File: src/rtl/ps2_mouse_packet_ctrl_if.sv
// PS/2 pins plus decoded mouse packet fields for ps2_mouse_packet_ctrl.
// master: the controller (samples pins, drives fields); slave: pin driver and field consumer.
interface ps2_mouse_packet_ctrl_if;
    logic       mouse_clk;
    logic       mouse_data;
    logic       packet_valid;
    logic       frame_error;
    logic [2:0] buttons;
    logic [7:0] x_move;
    logic       x_sign;
    logic       y_sign;
    logic       y_overflow;
    logic [7:0] paddle_dir;
    logic [1:0] paddle_speed;

    modport master (
        input  mouse_clk, mouse_data,
        output packet_valid, frame_error, buttons, x_move, x_sign, y_sign,
               y_overflow, paddle_dir, paddle_speed
    );

    modport slave (
        output mouse_clk, mouse_data,
        input  packet_valid, frame_error, buttons, x_move, x_sign, y_sign,
               y_overflow, paddle_dir, paddle_speed
    );
endinterface

File: src/rtl/ps2_mouse_packet_ctrl.sv
// PS/2 mouse receiver: pin conditioning, 11-bit framing, 3-byte packet assembly and paddle speed.
// Optional macro PS2_TIMEOUT_EN adds an idle counter that aborts partial frames and packets.
module ps2_mouse_packet_ctrl #(
    parameter int SYNC_STAGES    = 2,
    parameter int FILTER_LEN     = 8,
    parameter int TIMEOUT_CYCLES = 200000
) (
    input  logic                    clock_100Mhz,
    input  logic                    reset,
    ps2_mouse_packet_ctrl_if.master bus
);

    typedef enum logic [1:0] {S_IDLE, S_DATA, S_PARITY, S_STOP} bit_state_t;
    typedef enum logic [1:0] {P_BYTE0, P_BYTE1, P_BYTE2} pkt_idx_t;
    typedef struct packed {
        logic       y_ovf;
        logic       y_sign;
        logic       x_sign;
        logic [2:0] buttons;
    } hdr_t;

    localparam int FCW = $clog2(FILTER_LEN + 1);

    logic [SYNC_STAGES-1:0] r_clk_sync, r_data_sync;
    logic                   w_clk_s, w_data_s;
    logic                   r_filt_clk, r_fall;
    logic [FCW-1:0]         r_filt_cnt;

    bit_state_t r_bit_state, w_bit_next;
    pkt_idx_t   r_pkt_idx, w_pkt_next;
    logic [7:0] r_shift;
    logic [2:0] r_bit_cnt;
    logic       r_parity;
    logic       w_start, w_shift_en, w_par_en, w_byte_done, w_byte_good, w_byte_bad;
    logic       w_store0, w_store1, w_commit, w_error, w_timeout;

    hdr_t       r_hdr, r_out_hdr;
    logic [7:0] r_byte1, r_x_move, r_paddle_dir;
    logic [1:0] r_paddle_speed, w_speed;
    logic       r_packet_valid, r_frame_error;
    logic [8:0] w_dy, w_mag;

    assign w_clk_s  = r_clk_sync[SYNC_STAGES-1];
    assign w_data_s = r_data_sync[SYNC_STAGES-1];

    // The filtered clock flips only after FILTER_LEN consecutive disagreeing samples.
    always_ff @(posedge clock_100Mhz) begin
        // NOTE: non-blocking assignments so every flop samples pre-edge values.
        if (reset) begin
            r_clk_sync  <= '1;
            r_data_sync <= '1;
            r_filt_clk  <= 1'b1;
            r_filt_cnt  <= '0;
            r_fall      <= 1'b0;
        end else begin
            r_clk_sync  <= (r_clk_sync << 1) | SYNC_STAGES'(bus.mouse_clk);
            r_data_sync <= (r_data_sync << 1) | SYNC_STAGES'(bus.mouse_data);
            r_fall      <= 1'b0;
            if (w_clk_s == r_filt_clk) begin
                r_filt_cnt <= '0;
            end else if (r_filt_cnt == FCW'(FILTER_LEN - 1)) begin
                r_filt_clk <= w_clk_s;
                r_filt_cnt <= '0;
                r_fall     <= ~w_clk_s;
            end else begin
                r_filt_cnt <= r_filt_cnt + FCW'(1);
            end
        end
    end

    always_ff @(posedge clock_100Mhz) begin
        if (reset) r_bit_state <= S_IDLE;
        else       r_bit_state <= w_bit_next;
    end

    always_comb begin
        // NOTE: default first so no latch is inferred on untaken paths.
        w_bit_next = r_bit_state;
        if (w_timeout) begin
            w_bit_next = S_IDLE;
        end else if (r_fall) begin
            case (r_bit_state)
                S_IDLE:   if (!w_data_s) w_bit_next = S_DATA;
                S_DATA:   if (r_bit_cnt == 3'd7) w_bit_next = S_PARITY;
                S_PARITY: w_bit_next = S_STOP;
                default:  w_bit_next = S_IDLE;
            endcase
        end
    end

    always_comb begin
        w_start     = 1'b0;
        w_shift_en  = 1'b0;
        w_par_en    = 1'b0;
        w_byte_done = 1'b0;
        if (r_fall) begin
            case (r_bit_state)
                S_IDLE:   w_start     = ~w_data_s;
                S_DATA:   w_shift_en  = 1'b1;
                S_PARITY: w_par_en    = 1'b1;
                default:  w_byte_done = 1'b1;
            endcase
        end
    end

    // Odd parity: data bits plus parity bit XOR to 1.
    assign w_byte_good = w_byte_done & w_data_s & (^{r_shift, r_parity});
    assign w_byte_bad  = w_byte_done & ~w_byte_good;

    always_ff @(posedge clock_100Mhz) begin
        if (reset) begin
            r_shift   <= '0;
            r_bit_cnt <= '0;
            r_parity  <= 1'b0;
        end else begin
            if (w_start) r_bit_cnt <= '0;
            if (w_shift_en) begin
                r_shift   <= {w_data_s, r_shift[7:1]};
                r_bit_cnt <= r_bit_cnt + 3'd1;
            end
            if (w_par_en) r_parity <= w_data_s;
        end
    end

    always_ff @(posedge clock_100Mhz) begin
        if (reset) r_pkt_idx <= P_BYTE0;
        else       r_pkt_idx <= w_pkt_next;
    end

    always_comb begin
        w_pkt_next = r_pkt_idx;
        if (w_byte_bad || w_timeout) begin
            w_pkt_next = P_BYTE0;
        end else if (w_byte_good) begin
            case (r_pkt_idx)
                P_BYTE0: if (r_shift[3]) w_pkt_next = P_BYTE1;
                P_BYTE1: w_pkt_next = P_BYTE2;
                default: w_pkt_next = P_BYTE0;
            endcase
        end
    end

    always_comb begin
        w_store0 = w_byte_good && (r_pkt_idx == P_BYTE0) && r_shift[3];
        w_store1 = w_byte_good && (r_pkt_idx == P_BYTE1);
        w_commit = w_byte_good && (r_pkt_idx == P_BYTE2);
        w_error  = w_byte_bad || w_timeout;
    end

`ifdef PS2_TIMEOUT_EN
    localparam int TCW = $clog2(TIMEOUT_CYCLES + 1);
    logic [TCW-1:0] r_to_cnt;
    logic           w_busy;

    assign w_busy    = (r_bit_state != S_IDLE) || (r_pkt_idx != P_BYTE0);
    assign w_timeout = w_busy && !r_fall && (r_to_cnt == TCW'(TIMEOUT_CYCLES - 1));

    always_ff @(posedge clock_100Mhz) begin
        if (reset || r_fall || !w_busy || w_timeout) r_to_cnt <= '0;
        else                                         r_to_cnt <= r_to_cnt + TCW'(1);
    end
`else
    assign w_timeout = 1'b0;
`endif

    // Byte 2 is still in the shift register during the commit cycle.
    assign w_dy  = {r_hdr.y_sign, r_shift};
    assign w_mag = w_dy[8] ? (~w_dy + 9'd1) : w_dy;

    always_comb begin
        if (r_hdr.y_ovf || (w_mag >= 9'd32)) w_speed = 2'd3;
        else if (w_mag >= 9'd8)              w_speed = 2'd2;
        else if (w_mag != 9'd0)              w_speed = 2'd1;
        else                                 w_speed = 2'd0;
    end

    always_ff @(posedge clock_100Mhz) begin
        if (reset) begin
            r_hdr          <= '0;
            r_byte1        <= '0;
            r_out_hdr      <= '0;
            r_x_move       <= '0;
            r_paddle_dir   <= '0;
            r_paddle_speed <= '0;
            r_packet_valid <= 1'b0;
            r_frame_error  <= 1'b0;
        end else begin
            r_packet_valid <= w_commit;
            r_frame_error  <= w_error;
            if (w_store0) r_hdr <= {r_shift[7], r_shift[5:4], r_shift[2:0]};
            if (w_store1) r_byte1 <= r_shift;
            if (w_commit) begin
                r_out_hdr      <= r_hdr;
                r_x_move       <= r_byte1;
                r_paddle_dir   <= r_shift;
                r_paddle_speed <= w_speed;
            end
        end
    end

    assign bus.packet_valid = r_packet_valid;
    assign bus.frame_error  = r_frame_error;
    assign bus.buttons      = r_out_hdr.buttons;
    assign bus.x_sign       = r_out_hdr.x_sign;
    assign bus.y_sign       = r_out_hdr.y_sign;
    assign bus.y_overflow   = r_out_hdr.y_ovf;
    assign bus.x_move       = r_x_move;
    assign bus.paddle_dir   = r_paddle_dir;
    assign bus.paddle_speed = r_paddle_speed;

endmodule

File: src/flat_wrapper.sv
// flat-port wrapper written by rule: the top's interface ports become plain ports
module ps2_mouse_packet_ctrl_flat 
#(
    parameter int SYNC_STAGES    = 2,
    parameter int FILTER_LEN     = 8,
    parameter int TIMEOUT_CYCLES = 200000
)
  (clock_100Mhz, reset, bus_mouse_clk, bus_mouse_data, bus_packet_valid, bus_frame_error, bus_buttons, bus_x_move, bus_x_sign, bus_y_sign, bus_y_overflow, bus_paddle_dir, bus_paddle_speed);
  ps2_mouse_packet_ctrl_if bus_i ();
  input  logic clock_100Mhz;
  input  logic reset;
  input wire logic [$bits(bus_i.mouse_clk)-1:0] bus_mouse_clk;
  input wire logic [$bits(bus_i.mouse_data)-1:0] bus_mouse_data;
  output wire logic [$bits(bus_i.packet_valid)-1:0] bus_packet_valid;
  output wire logic [$bits(bus_i.frame_error)-1:0] bus_frame_error;
  output wire logic [$bits(bus_i.buttons)-1:0] bus_buttons;
  output wire logic [$bits(bus_i.x_move)-1:0] bus_x_move;
  output wire logic [$bits(bus_i.x_sign)-1:0] bus_x_sign;
  output wire logic [$bits(bus_i.y_sign)-1:0] bus_y_sign;
  output wire logic [$bits(bus_i.y_overflow)-1:0] bus_y_overflow;
  output wire logic [$bits(bus_i.paddle_dir)-1:0] bus_paddle_dir;
  output wire logic [$bits(bus_i.paddle_speed)-1:0] bus_paddle_speed;
  assign bus_i.mouse_clk = bus_mouse_clk;
  assign bus_i.mouse_data = bus_mouse_data;
  assign bus_packet_valid = bus_i.packet_valid;
  assign bus_frame_error = bus_i.frame_error;
  assign bus_buttons = bus_i.buttons;
  assign bus_x_move = bus_i.x_move;
  assign bus_x_sign = bus_i.x_sign;
  assign bus_y_sign = bus_i.y_sign;
  assign bus_y_overflow = bus_i.y_overflow;
  assign bus_paddle_dir = bus_i.paddle_dir;
  assign bus_paddle_speed = bus_i.paddle_speed;
  ps2_mouse_packet_ctrl #(.SYNC_STAGES(SYNC_STAGES), .FILTER_LEN(FILTER_LEN), .TIMEOUT_CYCLES(TIMEOUT_CYCLES)) u_core (.clock_100Mhz(clock_100Mhz), .reset(reset), .bus(bus_i));
endmodule
File: config.mk
export PLATFORM = sky130hd
export DESIGN_NAME = ps2_mouse_packet_ctrl_flat
export DESIGN_NICKNAME = d
export VERILOG_FILES = /design/src/rtl/ps2_mouse_packet_ctrl_if.sv /design/src/rtl/ps2_mouse_packet_ctrl.sv /design/src/flat_wrapper.sv
export SDC_FILE = /design/constraint.sdc
export NUM_CORES = 1
export LEC_CHECK = 0
export CAP_MARGIN = 10
export CORE_MARGIN = 1.5
export CORE_UTILIZATION = 39
export DETAILED_ROUTE_END_ITERATION = 16
export PLACE_DENSITY_LB_ADDON = 0.2
export SLEW_MARGIN = 30
export SYNTH_ARGS = -nofsm -noshare
export SYNTH_HDL_FRONTEND = slang
export SYNTH_SLANG_ARGS = --single-unit
export TNS_END_PERCENT = 100
File: constraint.sdc
create_clock -name clock_100Mhz -period 2.6 [get_ports clock_100Mhz]
set_clock_uncertainty 0.05 [all_clocks]
set_input_delay 0.52 -clock clock_100Mhz [delete_from_list [all_inputs] [get_ports clock_100Mhz]]
set_output_delay 0.52 -clock clock_100Mhz [all_outputs]
set_load 0.005 [all_outputs]
After elaboration in Yosys (flattened, before gate mapping)
Index checks and enable logic that the tools add are counted.
Widths: inputs -> output; s select.
{"block": "op_classes", "add_sub_neg": 3, "n_mul": 0, "div": 0, "magnitude_cmp": 2, "n_eq_ne": 10, "shifts": 0, "mux": 19, "n_bitwise": 11, "n_reduce_logical": 17}
{"op": "$mux 2", "n": 5}
{"op": "$add 9x1->9 const B", "n": 1}
{"op": "$ge 9x4->1 const B", "n": 1}
{"op": "$ge 9x6->1 const B", "n": 1}
{"op": "$mux 1", "n": 9}
{"op": "$mux 9", "n": 1}
{"op": "$not 9->9", "n": 1}
{"op": "$reduce_bool 9->1", "n": 1}
{"op": "$reduce_or 3->1", "n": 3}
{"op": "$reduce_xor 9->1", "n": 1}
{"op": "$mux 3", "n": 2}
{"op": "$pmux 2 s3", "n": 1}
{"op": "$not 1->1", "n": 5}
{"op": "$add 4x1->4 const B", "n": 1}
{"op": "$eq 2x1->1 const B", "n": 2}
{"op": "$eq 2x2->1 const B", "n": 2}
{"op": "$eq 4x3->1 const B", "n": 1}
{"op": "$logic_and 1x1->1", "n": 4}
{"op": "$logic_not 2->1", "n": 2}
{"op": "$ne 2x1->1 const B", "n": 2}
{"op": "$or 2x1->2", "n": 2}
{"op": "$pmux 2 s2", "n": 1}
{"op": "$reduce_and 2->1", "n": 2}
{"op": "$add 3x1->3 const B", "n": 1}
{"op": "other kinds (8)", "n": 10}
{"block": "word_totals", "reg_bits": 66, "latchBits": 0, "mem_bits_rw": 0, "romBits": 0, "inputBits": 4, "memories": 0}

Logic depth before layout (Yosys ltp)
Gate-level depths: netlist (run 1).
{"block": "logic_depth", "depth_word": 9, "ltp_mapped": 9, "depth_no_buf": 7}

Worst setup path after synthesis (run 1)
No wires, ideal clock.
{"block": "synth_path", "path_type": "reg2reg", "start": "register u_core.r_shift[4]", "end": "register u_core.r_hdr[3] (netlist name)", "setup_time_ns": 0.128, "arrival_time_ns": 2.333, "required_time_ns": 2.422, "setup_slack_ns": 0.089, "path_stages_with_launch": 9, "synth_period_minus_slack_ns": 2.511, "path_cell_list": "dfxtp_1 -> clkbuf_1 -> inv_1 -> ha_1 -> xor2_1 -> xnor3_2 -> nor4b_4 -> mux2i_1 -> nor2_1"}
{"block": "synth_via", "elab_chain_cells": 4}
{"item": "start: declaration", "line": "ps2_mouse_packet_ctrl.sv:31", "source": "logic [7:0] r_shift;"}
{"item": "start signal: assignment", "line": "ps2_mouse_packet_ctrl.sv:118", "source": "r_shift <= {w_data_s, r_shift[7:1]};"}
{"item": "$reduce_xor 9->1", "line": "ps2_mouse_packet_ctrl.sv:107", "source": "assign w_byte_good = w_byte_done & w_data_s & (^{r_shift, r_parity});"}
{"item": "$and 1x1->1", "line": "ps2_mouse_packet_ctrl.sv:107"}
{"item": "$logic_and 1x1->1 (2 in a row)", "line": "ps2_mouse_packet_ctrl.sv:144", "source": "w_store0 = w_byte_good && (r_pkt_idx == P_BYTE0) && r_shift[3];"}
{"item": "end signal: assignment", "line": "ps2_mouse_packet_ctrl.sv:190", "source": "if (w_store0) r_hdr <= {r_shift[7], r_shift[5:4], r_shift[2:0]};"}
{"item": "end: declaration", "line": "ps2_mouse_packet_ctrl.sv:37", "source": "hdr_t r_hdr, r_out_hdr;"}
Several ways; a longest one is shown, not always the timed one.
A chain may end at the register's enable or synchronous reset.

Worst setup path after layout (run 1)
{"block": "layout_path", "start": "register u_core.r_shift[6]", "end": "register u_core.r_byte1[7]"}
{"block": "layout_via", "elab_chain_cells": 3}
{"item": "$reduce_xor 9->1", "line": "ps2_mouse_packet_ctrl.sv:107"}
{"item": "$and 1x1->1", "line": "ps2_mouse_packet_ctrl.sv:107"}
{"item": "$logic_and 1x1->1", "line": "ps2_mouse_packet_ctrl.sv:145", "source": "w_store1 = w_byte_good && (r_pkt_idx == P_BYTE1);"}
{"item": "end signal: assignment", "line": "ps2_mouse_packet_ctrl.sv:191", "source": "if (w_store1) r_byte1 <= r_shift;"}
{"item": "end: declaration", "line": "ps2_mouse_packet_ctrl.sv:38", "source": "logic [7:0] r_byte1, r_x_move, r_paddle_dir;"}
No other way between the ends.

==> results.ini, run 1 <==
[sta]
hold_viol = 0
setup_viol = 0
period_minus_slack_ns = 2.320
tightest_slew_ns = 0.7251
period_share_pct = 89.21
setup-tns-final_ns = 0
slew_violations = 0
fmax_mhz = 431.1
rsz0062_at_grt = no
slew_headroom_pct = 51.66

[global_route]
grt_max_degree = 39
grt_pass1_vias = 1883
grtUsageTotal_pct = 16.07
grt_overflow_total = 0
grt_pass1_wl_mm = 9.170
antenna_found_initial = 0

[die]
die_w_um = 86.84
coreArea_um2 = 6794
pin_count = 30
fp.dieH_um = 86.84
die-area_um2 = 7541
initial_core_util_pct = 40.35
rows = 30

[critical_path]
max_stage_delay_ns = 0.41
reg2regPathDepth = 8
crit_arrival_ns = 2.48
crit_path_end_kind = register
crit_fanout = 9
crit_required_ns = 2.76
r2r_end = u_core.r_byte1[7]
path_cells = inv_1 -> ha_1 -> xor2_1 -> xnor3_2 -> nor4b_2 -> buf_4 -> mux2i_1 -> nor2_1
crit_slowest_cell = dfxtp_1
r2r_slack_ns = 0.28
r2r_start = u_core.r_shift[6]
critPathKind = register to register
cp-start-kind = register

[drt]
viasPerCell = 4.724
drtAntennaViolNets = 0
via_count = 1989
totalWireLength_mm = 5.479
drtIter0Drc = 91
drc = 0
drt_first_pass_iters = 4
wl_per_cell_um = 13.01

[layout]
syn_to_final_growth_pct = 24.01
finalCoreUtilization_pct = 50.04
fillers = 640
fin_nets = 334
num_antenna_cells = 0
drive_above_1_share_pct = 11.38

[pwr]
power_leakage_uw = 0.001217
ir_drop_uv = 311.3
cellPowerDensity_nw_per_um2 = 604.4

[synth]
ys_seq_elements = 66
yosys_warnings = 0
synth_seq_area_share_pct = 48.20
syn_area_per_cell_um2 = 9.519
synthCells = 288
ys_types = 40
syn_area_um2 = 2741
synth_edf_count = 0
async_flop_share_pct = 0
syn-num-nets = 302
synth_top_area_share_pct = 48.20
synth_ff_type = dfxtp_1
synth_area_leaders = dfxtp_1 48%, mux2i_1 14%, nor2_1 6.8%
yosys.area.top_type = dfxtp_1

[clock_tree]
clk_pin_slew_ns = 0.08
post_cts_resized = 0
tritoncts = built
ctsHoldBuffers = 0
post-cts-setup-buffer-count = 0
htreeDepth = 3
clockBufferDepth = 2
root_buffer = clkbuf_8
worstSkewPairLatency_ns = 0.35
cts_buffers = 9
cts.sinks = 66

[flow_run]
drv_cap = 0

[placement]
io_buffers = 29
dp_hpwl_mm = 3.591
gp_congestion = 0.7845

[hold_path]
holdPathEnd = u_core.r_clk_sync[1]
hold_class = register to register
whs_path_depth = 1
hold_start = u_core.r_clk_sync[0]

[status]
status = finished clean

-- power breakdown --
part / internal, µW / switching (µW)
logic: 10.2 / 17.3
registers: 1010 / 2.68
clock network: 617 / 394
-- layout by cell type, fill, tap and decap left out, drive strengths merged --
cell type	count
nand2b	3
nor3	6
ha	10
dfxtp	66
nand2	24
a41oi	1
a22oi	2
mux2i	38
nor2b	2
nor4	1
xnor2	6
xnor3	1
nand4b	1
clkbuf	12
o21a	1
o32ai	1
nor2	51
bufinv	2
a311oi	1
inv	9
a21oi	17
clkinv	1
or3	3
and3b	1
a211oi	2
buf	12
nor4b	3
xor2	2
a2111oi	1
and3	2
o21ai	2
and2	1
nand3b	1
o2111ai	1
or4bb	1
clkdlybuf4s50	28
nand3	4
or2	4
clkinvlp	1
-- through the flow --
step | std cells | instance area, µm² | hold WS, ns | power [µW] | setup WS (ns)
finish | 421 | 3400 | 0.3680 | 2055 | 0.2804
global route | 421 | 3400 | 0.3877 | 2124 | 0.1134
CTS | 421 | 3400 | 0.3743 | 2085 | 0.1199
detailed placement | 405 | 3162 | 0.3509 | 1067 | 0.1607
global placement | 405 | 3162 | 0.3516 | 1067 | 0.1701
floorplan | 288 | 2741 | 0.3395 | 1056 | 0.08939
-- synth_stat cells, types with 2 or more instances --
cell type and count:
xor2_1 2, mux2i_1 38, inv_1 9, or2_2 4
ha_1 10, nor2_1 50, buf_2 3, nor4b_1 2
nand3_1 4, nor2b_1 2, and3_1 2, a22oi_1 2
nand2_1 24, xnor2_1 5, nor3_1 6, a211oi_1 2
o21ai_0 2, dfxtp_1 66, a21oi_1 17, nand2b_1 3
or3_1 3, clkbuf_1 14
-- how the worst max path moves through the flow --
stage	from	endpoint	slack (ns)	depth (start not counted)
2_1_floorplan	u_core.r_shift[4]	u_core.r_hdr[3]	0.09	8
3_3_place_gp	u_core.r_shift[6]	u_core.bus.paddle_dir[6]	0.17	8
3_5_place_dp	u_core.r_shift[6]	u_core.r_byte1[6]	0.16	8
4_1_cts	u_core.r_shift[6]	u_core.r_byte1[6]	0.12	8
5_1_grt	u_core.r_shift[6]	u_core.r_hdr[5]	0.11	8
6_report	u_core.r_shift[6]	u_core.r_byte1[7]	0.28	8
-- area by class of cell --
cell class	instances	area (µm²)	area share [%]
clock buffers	12	165.2	4.858
clock inverters	4	72.57	2.135
inverters	9	33.78	0.9937
multi-input cells	194	1306	38.42
flip-flops and latches	66	1321	38.87
well taps	96	120.1	3.533
repair buffers	40	380.4	11.19
-- critical path, delay by kind of cell, from the launching register on --
kind	cells	cell delay [ns]
DFF	1	0.41
xor gates and xnor gates	2	0.53
buffers and inverters	2	0.35
muxes	1	0.19
and+or+nand+nor	2	0.35
adders and majority gates	1	0.29
-- routing by layer --
metal	wire [µm]	vias up	share of wire (%)	track usage [%]
met1	2663	913	49	20.62
met3	252	9	4.6	6.571
li1	-	1031	-	-
met2	2492	36	45	24.03
met5	0	-	0	0
met4	71	0	1.3	6.305
-- logic make-up (layout without fill, tap and decap cells) --
| group | after synthesis | in the layout | synth area share [%] |
|---|---|---|---|
| buf+inv | 28 | 65 | 4.381 |
| simple gates | 108 | 108 | 18.85 |
| mux | 38 | 38 | 13.87 |
| fa+ha+maj | 10 | 10 | 4.564 |
| xor+xnor | 9 | 9 | 3.697 |
| flops | 66 | 66 | 48.20 |
| compound gates | 29 | 29 | 6.435 |
-- flip-flops by register name (all words and copies together) (netlist names), 2 cells and up --
name / count
u_core.bus.paddle_dir: 8
u_core.bus.x_move: 8
u_core.r_byte1: 8
u_core.r_shift: 8
u_core.r_hdr: 6
u_core.r_filt_cnt: 4
u_core.bus.buttons: 3
u_core.r_bit_cnt: 3
u_core.bus.paddle_speed: 2
u_core.r_bit_state: 2
u_core.r_clk_sync: 2
u_core.r_data_sync: 2
u_core.r_pkt_idx: 2
No activity file was read; power rests on OpenSTA's default activity.
==> inputs of run 2 (changes only) <==
--- a/config.mk
+++ b/config.mk
@@ -7,7 +7,7 @@
 export LEC_CHECK = 0
 export CAP_MARGIN = 10
 export CORE_MARGIN = 1.5
-export CORE_UTILIZATION = 39
+export CORE_UTILIZATION = 46
 export DETAILED_ROUTE_END_ITERATION = 16
 export PLACE_DENSITY_LB_ADDON = 0.2
 export SLEW_MARGIN = 30
==> results.ini, run 2 (same netlist as run 1, synthesis figures left out) <==
[die]
rows = 27  ; was 30
die_w_um = 80.20  ; was 86.84 µm
coreArea_um2 = 5642  ; was 6794 µm²
pin_count = 30  ; unchanged
fp.dieH_um = 80.20  ; was 86.84 µm
die-area_um2 = 6431  ; was 7541 µm²
initial_core_util_pct = 48.59  ; was 40.35%

[layout]
final-seq-area_um2 = 1321  ; unchanged
multi_input_area_um2 = 1306  ; unchanged
drive_above_1_share_pct = 10.80  ; was 11.38%
layout_commonest_cell = dfxtp_1  ; unchanged
num_antenna_cells = 0  ; unchanged
final_cell_mix = 66 x dfxtp_1, 50 x nor2_1, 38 x mux2i_1  ; unchanged
fin_nets = 333  ; was 334
fillers = 500  ; was 640
syn_to_final_growth_pct = 21.95  ; was 24.01%

[drt]
wl_per_cell_um = 13.50  ; was 13.01 µm
drc = 0  ; unchanged
via_count = 2023  ; was 1989
totalWireLength_mm = 5.347  ; was 5.479 mm
viasPerCell = 5.109  ; was 4.724
drtIter0Drc = 95  ; was 91
drt_first_pass_iters = 4  ; unchanged
drtAntennaViolNets = 0  ; unchanged

[clock_tree]
post_cts_resized = 0  ; unchanged
clockBufferDepth = 2  ; unchanged
clk_pin_slew_ns = 0.07  ; was 0.08 ns
root_buffer = clkbuf_8  ; unchanged
cts_buffers = 9  ; unchanged
post-cts-setup-buffer-count = 0  ; unchanged
ctsHoldBuffers = 0  ; unchanged
cts.sinks = 66  ; unchanged
worstSkewPairLatency_ns = 0.34  ; was 0.35 ns
tritoncts = built  ; unchanged
htreeDepth = 3  ; unchanged

[critical_path]
cp-start-kind = register  ; unchanged
crit_required_ns = 2.77  ; was 2.76 ns
crit_slowest_cell = dfxtp_1  ; unchanged
critPathKind = register to register  ; unchanged
r2r_end = u_core.r_hdr[0]  ; was u_core.r_byte1[7]
max_stage_delay_ns = 0.42  ; was 0.41 ns
r2r_start = u_core.r_shift[6]  ; unchanged
path_cells = inv_1 -> ha_1 -> xor2_1 -> xnor3_2 -> nor4b_4 -> buf_4 -> mux2i_1 -> nor2_1  ; was inv_1 -> ha_1 -> xor2_1 -> xnor3_2 -> nor4b_2 -> buf_4 -> mux2i_1 -> nor2_1
crit_arrival_ns = 2.51  ; was 2.48 ns
crit_family = XOR/XNOR gates  ; unchanged
crit_fanout = 6  ; was 9
crit_path_end_kind = register  ; unchanged
cp.depth = 8  ; unchanged
path_buf_inv = 2  ; unchanged
reg2regPathDepth = 8  ; unchanged
r2r_slack_ns = 0.26  ; was 0.28 ns

[hold_path]
whs_path_depth = 1  ; unchanged
hold_start = u_core.r_data_sync[0]  ; was u_core.r_clk_sync[0]
hold_class = register to register  ; unchanged
holdPathEnd = u_core.r_data_sync[1]  ; was u_core.r_clk_sync[1]

[sta]
hold_viol = 0  ; unchanged
slew_headroom_pct = 66.17  ; was 51.66%
tightest_slew_ns = 0.5036  ; was 0.7251 ns
rsz0062_at_grt = no  ; unchanged
setup-tns-final_ns = 0  ; unchanged
period_share_pct = 90.09  ; was 89.21%
setup_viol = 0  ; unchanged
slew_violations = 0  ; unchanged
fmax_mhz = 426.9  ; was 431.1 MHz
period_minus_slack_ns = 2.342  ; was 2.320 ns

[pwr]
power_leakage_uw = 0.001199  ; was 0.001217 µW
total_power_uw = 1988  ; was 2055 µW
ir_drop_uv = 571.1  ; was 311.3 µV
cellPowerDensity_nw_per_um2 = 594.6  ; was 604.4 nW/µm²

[global_route]
grt_overflow_total = 0  ; unchanged
grt_max_degree = 30  ; was 39
grt_pass1_wl_mm = 9.149  ; was 9.170 mm
antenna_found_initial = 0  ; unchanged
grtUsageTotal_pct = 18.98  ; was 16.07%
grt_pass1_vias = 1962  ; was 1883

[placement]
io_buffers = 29  ; unchanged
dp_hpwl_mm = 3.553  ; was 3.591 mm
gp_congestion = 0.8093  ; was 0.7845

[flow_run]
drv_cap = 0  ; unchanged

[status]
status = finished clean  ; unchanged

==> run 2: changes by cell type in the layout (fill, tap and decap cells not counted) <==
cell	previous run	this run
clkbuf_8	12	10
clkinv_2	1	2
buf_4	10	9
clkbuf_1	0	1
==> run 2: worst max path at each step <==
stage | start | to
2_1_floorplan | u_core.r_shift[4] | u_core.r_hdr[3]
3_3_place_gp | u_core.r_shift[6] | u_core.r_byte1[4]
3_5_place_dp | u_core.r_shift[6] | u_core.r_hdr[1]
4_1_cts | u_core.r_shift[6] | u_core.r_hdr[2]
5_1_grt | u_core.r_shift[6] | u_core.r_hdr[1]
6_report | u_core.r_shift[6] | u_core.r_hdr[0]
==> run 2: metrics by stage <==
step                instances  setup slack (ns)  cell area, µm²  util [%]  hold WS (ns)
global placement          380            0.2138            3124     55.38        0.3459
finish                    396            0.2577            3343     59.26        0.3665
global route              396            0.1193            3343     59.26        0.3904
detailed placement        380            0.1437            3124     55.38        0.3513
CTS                       396            0.1210            3343     59.26        0.3735
floorplan                 288           0.08939            2741         -        0.3395
==> run 2: per-layer routing <==
metal  GRT usage [%]  wire, µm  vias up
li1                -         -     1032
met1           23.38      2557      939
met2           29.75      2463       43
met3           6.136       226        9
met4           9.138        99        0
met5               0         0        -
==> run 2: where the power goes <==
part | internal (µW) | total [µW] | switching [µW]
sequential | 1010 | 1020 | 2.72
combinational | 9.14 | 25.6 | 16.4
clock | 563 | 946 | 383
total | 1590 | 1990 | 402
==> run 2: final cells by class <==
type,instances,share of cell area (%)
Sequential cell,66,39.52
Clock buffer,11,4.229
Timing Repair Buffer,39,11.15
Multi-Input combinational cell,194,39.07
Tap cell,72,2.695
Inverter,9,1.010
Clock inverter,5,2.320
==> inputs of run 3 (changes only) <==
--- a/config.mk
+++ b/config.mk
@@ -10,7 +10,7 @@
 export CORE_UTILIZATION = 46
 export DETAILED_ROUTE_END_ITERATION = 16
 export PLACE_DENSITY_LB_ADDON = 0.2
-export SLEW_MARGIN = 30
+export SLEW_MARGIN = 10
 export SYNTH_ARGS = -nofsm -noshare
 export SYNTH_HDL_FRONTEND = slang
 export SYNTH_SLANG_ARGS = --single-unit
==> results of run 3 <==
The final DEF is identical to that of run 2; final timing and power are the same.
